`src/rtl/flood_pkg.sv`:
```
// Shared parameters, checker state encoding and board-size clamping for the flood-it win checker.
package flood_pkg;

  localparam int unsigned MAX_SIZE = 26;
  localparam int unsigned COORD_W  = 5;
  localparam int unsigned COLOR_W  = 3;
  localparam int unsigned CNT_W    = 7;

  localparam logic [COORD_W-1:0] MIN_SIZE = COORD_W'(2);
  localparam logic [COORD_W-1:0] TOP_SIZE = COORD_W'(MAX_SIZE);
  localparam logic [CNT_W-1:0]   CNT_MAX  = '1;

  typedef enum logic [1:0] {
    IDLE,
    CAPTURE,
    SCAN,
    REPORT
  } chk_state_t;

  function automatic logic [COORD_W-1:0] clamp_size(input logic [COORD_W-1:0] size);
    if (size < MIN_SIZE) begin
      return MIN_SIZE;
    end
    if (size > TOP_SIZE) begin
      return TOP_SIZE;
    end
    return size;
  endfunction

endpackage

```
`src/rtl/board_raster_addr.sv`:
```
// Row-major raster address generator over a size x size board with clear, advance and last flag.
module board_raster_addr
  import flood_pkg::*;
(
  input  logic               clk,
  input  logic               rst_n,
  input  logic [COORD_W-1:0] size,
  input  logic               clear,
  input  logic               advance,
  output logic [COORD_W-1:0] row,
  output logic [COORD_W-1:0] col,
  output logic               last
);

  logic [COORD_W-1:0] row_q, row_d;
  logic [COORD_W-1:0] col_q, col_d;
  logic [COORD_W-1:0] edge_idx;
  logic               col_end;

  assign edge_idx = size - COORD_W'(1);
  assign col_end  = (col_q == edge_idx);
  assign last     = col_end && (row_q == edge_idx);

  always_comb begin
    row_d = row_q;
    col_d = col_q;
    if (clear) begin
      row_d = '0;
      col_d = '0;
    end else if (advance) begin
      if (last) begin
        // Wrap to the origin so a free-running consumer can sweep repeatedly.
        row_d = '0;
        col_d = '0;
      end else if (col_end) begin
        row_d = row_q + COORD_W'(1);
        col_d = '0;
      end else begin
        col_d = col_q + COORD_W'(1);
      end
    end
  end

  always_ff @(posedge clk or negedge rst_n) begin
    if (!rst_n) begin
      row_q <= '0;
      col_q <= '0;
    end else begin
      row_q <= row_d;
      col_q <= col_d;
    end
  end

  assign row = row_q;
  assign col = col_q;

endmodule

```
`config.mk`:
```
export PLATFORM = sky130hd
export DESIGN_NAME = board_raster_addr
export DESIGN_NICKNAME = d
export VERILOG_FILES = /design/src/rtl/flood_pkg.sv /design/src/rtl/board_raster_addr.sv
export SDC_FILE = /design/constraint.sdc
export NUM_CORES = 1
export LEC_CHECK = 0
export ABC_AREA = 1
export ABC_CLOCK_PERIOD_IN_PS = 2240
export CAP_MARGIN = 30
export CORE_MARGIN = 2
export CORE_UTILIZATION = 49
export CTS_CLUSTER_SIZE = 14
export DETAILED_ROUTE_END_ITERATION = 10
export GPL_ROUTABILITY_DRIVEN = 0
export PLACE_DENSITY = 0.88
export RECOVER_POWER = 100
export SLEW_MARGIN = 10
export SYNTH_ARGS = -nofsm -noshare
export SYNTH_HDL_FRONTEND = slang
export SYNTH_SLANG_ARGS = --single-unit
```
`constraint.sdc`:
```
create_clock -name clk -period 2.24 [get_ports clk]
set_input_delay 0.448 -clock clk [delete_from_list [all_inputs] [get_ports clk]]
set_output_delay 0.448 -clock clk [all_outputs]
set_load 0.05 [all_outputs]
```
Word-level counts from Yosys, hierarchy flattened --
Index checks and enable logic that the tools add are counted.
Storage, ports and cells: register bits 10, input bits 9, output and inout bits 11, logic and storage cells 19
Cells by class: add/sub/neg operators 3, eq/ne operators 2, mux-type cells 8, reduce and logical (&&, ||, !) cells 4
Operators with widths (count):
- 5-bit two-way mux | 8
- 5-bit by 1-bit adder with 5-bit output (second input constant) | 2
- 5-bit equality test | 2
- 5-bit by 1-bit subtractor with 5-bit output (second input constant) | 1
- 3-bit nonzero test | 1
- 2-bit AND reduction | 1
- 2-bit nonzero test | 1
- 1-bit logical AND | 1

Depth between registers and ports, before layout --
depth after elaboration 6, depth in mapped cells 12, mapped depth without buffers 12

Worst setup path before layout --
Ideal clock, no wire load.
path type input -> output, from input port size[0], to output port last, arrival 2.391 ns, required time 1.792 ns, slack -0.599 ns, cell stages on the path 9, path buffers 0, path through inv_2 > ha_1 > nand2_1 > inv_1 > nor2_1 > nand2_1 > nor2_4 > nand4_4 > nor3_1
Between the ends: cells in the longest elaborated chain, start to end 3, elaborated cells between the ends (all ways) 4, classes of those cells 1 x add/sub; 2 x eq/ne; 1 x reduce/logical
RTL lines:
- from (decl) | RTL line board_raster_addr.sv:7 | input logic [COORD_W-1:0] size,
- 5-bit by 1-bit subtractor with 5-bit output (*) | RTL line board_raster_addr.sv:20 | assign edge_idx = size - COORD_W'(1);
- 5-bit equality test (on tied branches) | RTL line board_raster_addr.sv:21, board_raster_addr.sv:22
- 1-bit logical AND (*) | RTL line board_raster_addr.sv:22 | assign last = col_end && (row_q == edge_idx);
- to (decl) | RTL line board_raster_addr.sv:12 | output logic last
Mark *: on every way between the ends. The rest lies on a longest branch, timed or not.

Final worst setup path --
from input port size[4], to output port last
The elaborated chain is that of the path after synthesis.

==> out/results.txt <==
Ys flop type -> dfrtp_1
Fillers -> 141
Synth unique cells -> 22
Clock latency on the worst-skew pair -> 270 ps
Async S/R FF share, synth -> 100%
Buffers added on ports -> 19
Post-route antenna net violation count -> 0
Crit Path Category -> in2out
Relative slew margins -> 65.8%
Slowest cell on crit path -> clkdlybuf4s50_1
Clk buf depth -> 2
Core area -> 1710 um2
First-pass GRT wire length -> 3820 um
Layout area overhead -> 38.0%
Post-synth top area share -> 28.6%
Crit-path max cell delay -> 500 ps
Initial Util -> 51.3%
Hold_ws -> 557 ps
RSZ-0062 raised after global routing -> no
Yosys top cell by area -> dfrtp_1
Drt via density -> 5.27
P_int -> 0.000394 W
Design Area, Final -> 1210 um2
Setup-failing EPs final -> 0
Total CTS buffers -> 3
Root buffer cell -> clkbuf_4
PwrDens -> 555 nW/um2
Post-Syn Area per Cell -> 6.74 um2
Final wirelength -> 2340 um
Number of H-tree levels -> 1
Congestion Overflow GR -> 0
Drt pass-1 iters -> 4
Routed WL per cell -> 12.6 um
Layout net count -> 174
TritonCTS clock tree -> done
DRC -> 0
Share of cells above drive strength 1 -> 20.5%
Clock power share -> 24.8%
Fin util -> 70.8%
Placement Cell Area -> 1170 um2
Yosys Warn Count -> 0
Synth area leaders -> dfrtp_1 (29%), nand2_1 (18%), nand3_1 (9.1%), inv_1 (6.4%), ha_1 (4.3%)
Vias in the first global route -> 908
Largest net degree at the start of global routing -> 11
Max IR drop VDD -> 434 uV
Number of synthesized register bits -> 10
Sw Share -> 41.2%
Worst endpoint required time -> 1790 ps
Die Wd -> 46.3 um
Vias -> 981
Die height -> 46.3 um
Row count -> 15
Dpl hpwl -> 1850 um
Sequential-to-total area share from yosys stat -> 28.6%
Post-Syn Area -> 876 um2
Top Ports -> 20
Syn Nets -> 142
Switch Pwr -> 0.000276 W
Startpoint Class -> primary input
CTS sink count -> 10
Worst slew pin tran -> 511 ps
Crit-path max FO -> 3
Die Area -> 2140 um2
Syn Inst Count -> 130
Setup crit end kind -> output port
Status -> completed
Crit path DAT -> 1730 ps
Fin. max-slew vios -> 0
Synth cell count leaders -> nand2_1 (42), nand3_1 (16), inv_1 (15)
Max-cap viol count -> 0
Worst Hold Class -> reg2reg
Comb pwr share -> 40.4%
Cts hold-fix bufs -> 0
EDFF count, synth -> 0
Leak Pwr -> 0.625 nW
Critical path's most frequent cell -> nand3_2
Final hold viol count -> 0
Final Cycle Share -> 97.0%
Initial antenna violation count -> 0
Seq pwr share -> 34.8%
Max frequency -> 0.460 GHz
Clk_skew -> 1.81 ps
Final min period -> 2170 ps
Overall routing resource usage -> 24.9%
CP Cell Sequence -> clkdlybuf4s50_1 > inv_1 > nand3_2 > nand3_2 > nand2_2 > nand4_4 > nor3_4 > buf_12
N_diodes -> 0
Reg clk slew, reported paths -> 70 ps
Initial DRC Count -> 21
Count leader, synth -> nand2_1
## cell type report
class | count | area (um2) | area share, %
Multi-Input combinational cell | 104 | 587 | 48.6
Sequential cell | 10 | 250 | 20.7
Timing Repair Buffer | 27 | 244 | 20.2
Inverter | 16 | 60.1 | 4.97
Clock buffer | 4 | 36.3 | 3.00
Tap cell | 25 | 31.3 | 2.59
## per-layer routing
layer / share of wire [%] / global-route usage, % / vias up / wire (um)
met4: 2.0 / 13.1 / 0 / 46
met2: 51 / 41.7 / 26 / 1200
li1: - / - / 487 / -
met1: 43 / 31.6 / 462 / 1000
met3: 4.0 / 1.57 / 6 / 94
met5: 0 / 0 / - / 0
## power by group through the flow
stage	combinational (W)	clock, W	sequential (W)
6_report	0.000271	0.000166	0.000233
5_1_grt	0.000297	0.000172	0.000236
4_1_cts	0.000279	0.000172	0.000233
3_5_place_dp	0.000276	0	0.000236
3_3_place_gp	0.000266	0	0.000235
2_1_floorplan	0.000113	0	0.000295
## what timing repair did
action,in CTS,in global routing
endpoints found under the setup margin,1,1
resized for setup,13,1
pin swaps,7,1
setup buffers,1,0
## worst paths after layout
path	from	end	slack, ps	depth (start not counted)
min in group asynchronous	rst_n	col[3]$_DFFE_PN0P_	570	1
max in group asynchronous	rst_n	row[3]$_DFFE_PN0P_	1340	1
min	row[4]$_DFFE_PN0P_	row[4]$_DFFE_PN0P_	560	2
max	size[4]	last	70	8
max reg2reg	col[1]$_DFFE_PN0P_	row[1]$_DFFE_PN0P_	390	11
min reg2reg	row[4]$_DFFE_PN0P_	row[4]$_DFFE_PN0P_	560	2
## stage by stage
step | cells | total power, W | worst slack [ps] | TNS [ps]
after CTS | 186 | 0.000683 | 13.2 | 0
after floorplan | 130 | 0.000408 | 21.2 | 0
final | 186 | 0.000670 | 66.3 | 0
after detailed placement | 181 | 0.000511 | -400 | -2210
after global routing | 186 | 0.000705 | 6.26 | 0
after global placement | 181 | 0.000501 | -346 | -1460
## flip-flops by register name, indices dropped and copies added (netlist names)
signal / flops
row: 5
col: 5
## cells by family after synthesis
group,synth area share [%]
adders and majority gates,4.29
AOI/OAI and AO/OA,9.86
and+or+nand+nor,46.4
buffers and inverters,6.86
xor gates and xnor gates,4.00
DFF,28.6
## layout by cell type (no fill, tap or decap)
| master | Yosys | routed |
|---|---|---|
| nand2_1 | 42 | 42 |
| nand3_1 | 16 | 15 |
| inv_1 | 15 | 14 |
| dlygate4sd3_1 | 0 | 11 |
| dfrtp_1 | 10 | 10 |
| nor2_1 | 8 | 8 |
| a21oi_1 | 7 | 7 |
| buf_4 | 0 | 6 |
| o21ai_0 | 5 | 5 |
| nor2_2 | 4 | 4 |
| xor2_1 | 4 | 4 |
| clkbuf_4 | 0 | 4 |
| nand2_2 | 3 | 3 |
| nand3_2 | 2 | 3 |
| clkdlybuf4s50_1 | 0 | 3 |
| inv_2 | 1 | 2 |
| nand4_1 | 2 | 2 |
| ha_1 | 3 | 2 |
| buf_2 | 0 | 2 |
| dlygate4sd2_1 | 0 | 2 |
| nand3b_1 | 1 | 1 |
| nor2_4 | 1 | 1 |
| nand3b_2 | 1 | 1 |
| nand4_4 | 1 | 1 |
| nor3_4 | 0 | 1 |
| o21bai_2 | 0 | 1 |
| or2_2 | 1 | 1 |
| a21o_1 | 1 | 1 |
| ha_4 | 0 | 1 |
| clkbuf_8 | 0 | 1 |
| buf_12 | 0 | 1 |
| clkbuf_1 | 0 | 1 |
## worst max-delay path: cells and delay by family
kind,cells,cell delay [ps]
and+or+nand+nor,5,540
buffers and inverters,3,730
Power figures use the tool's default switching activity.
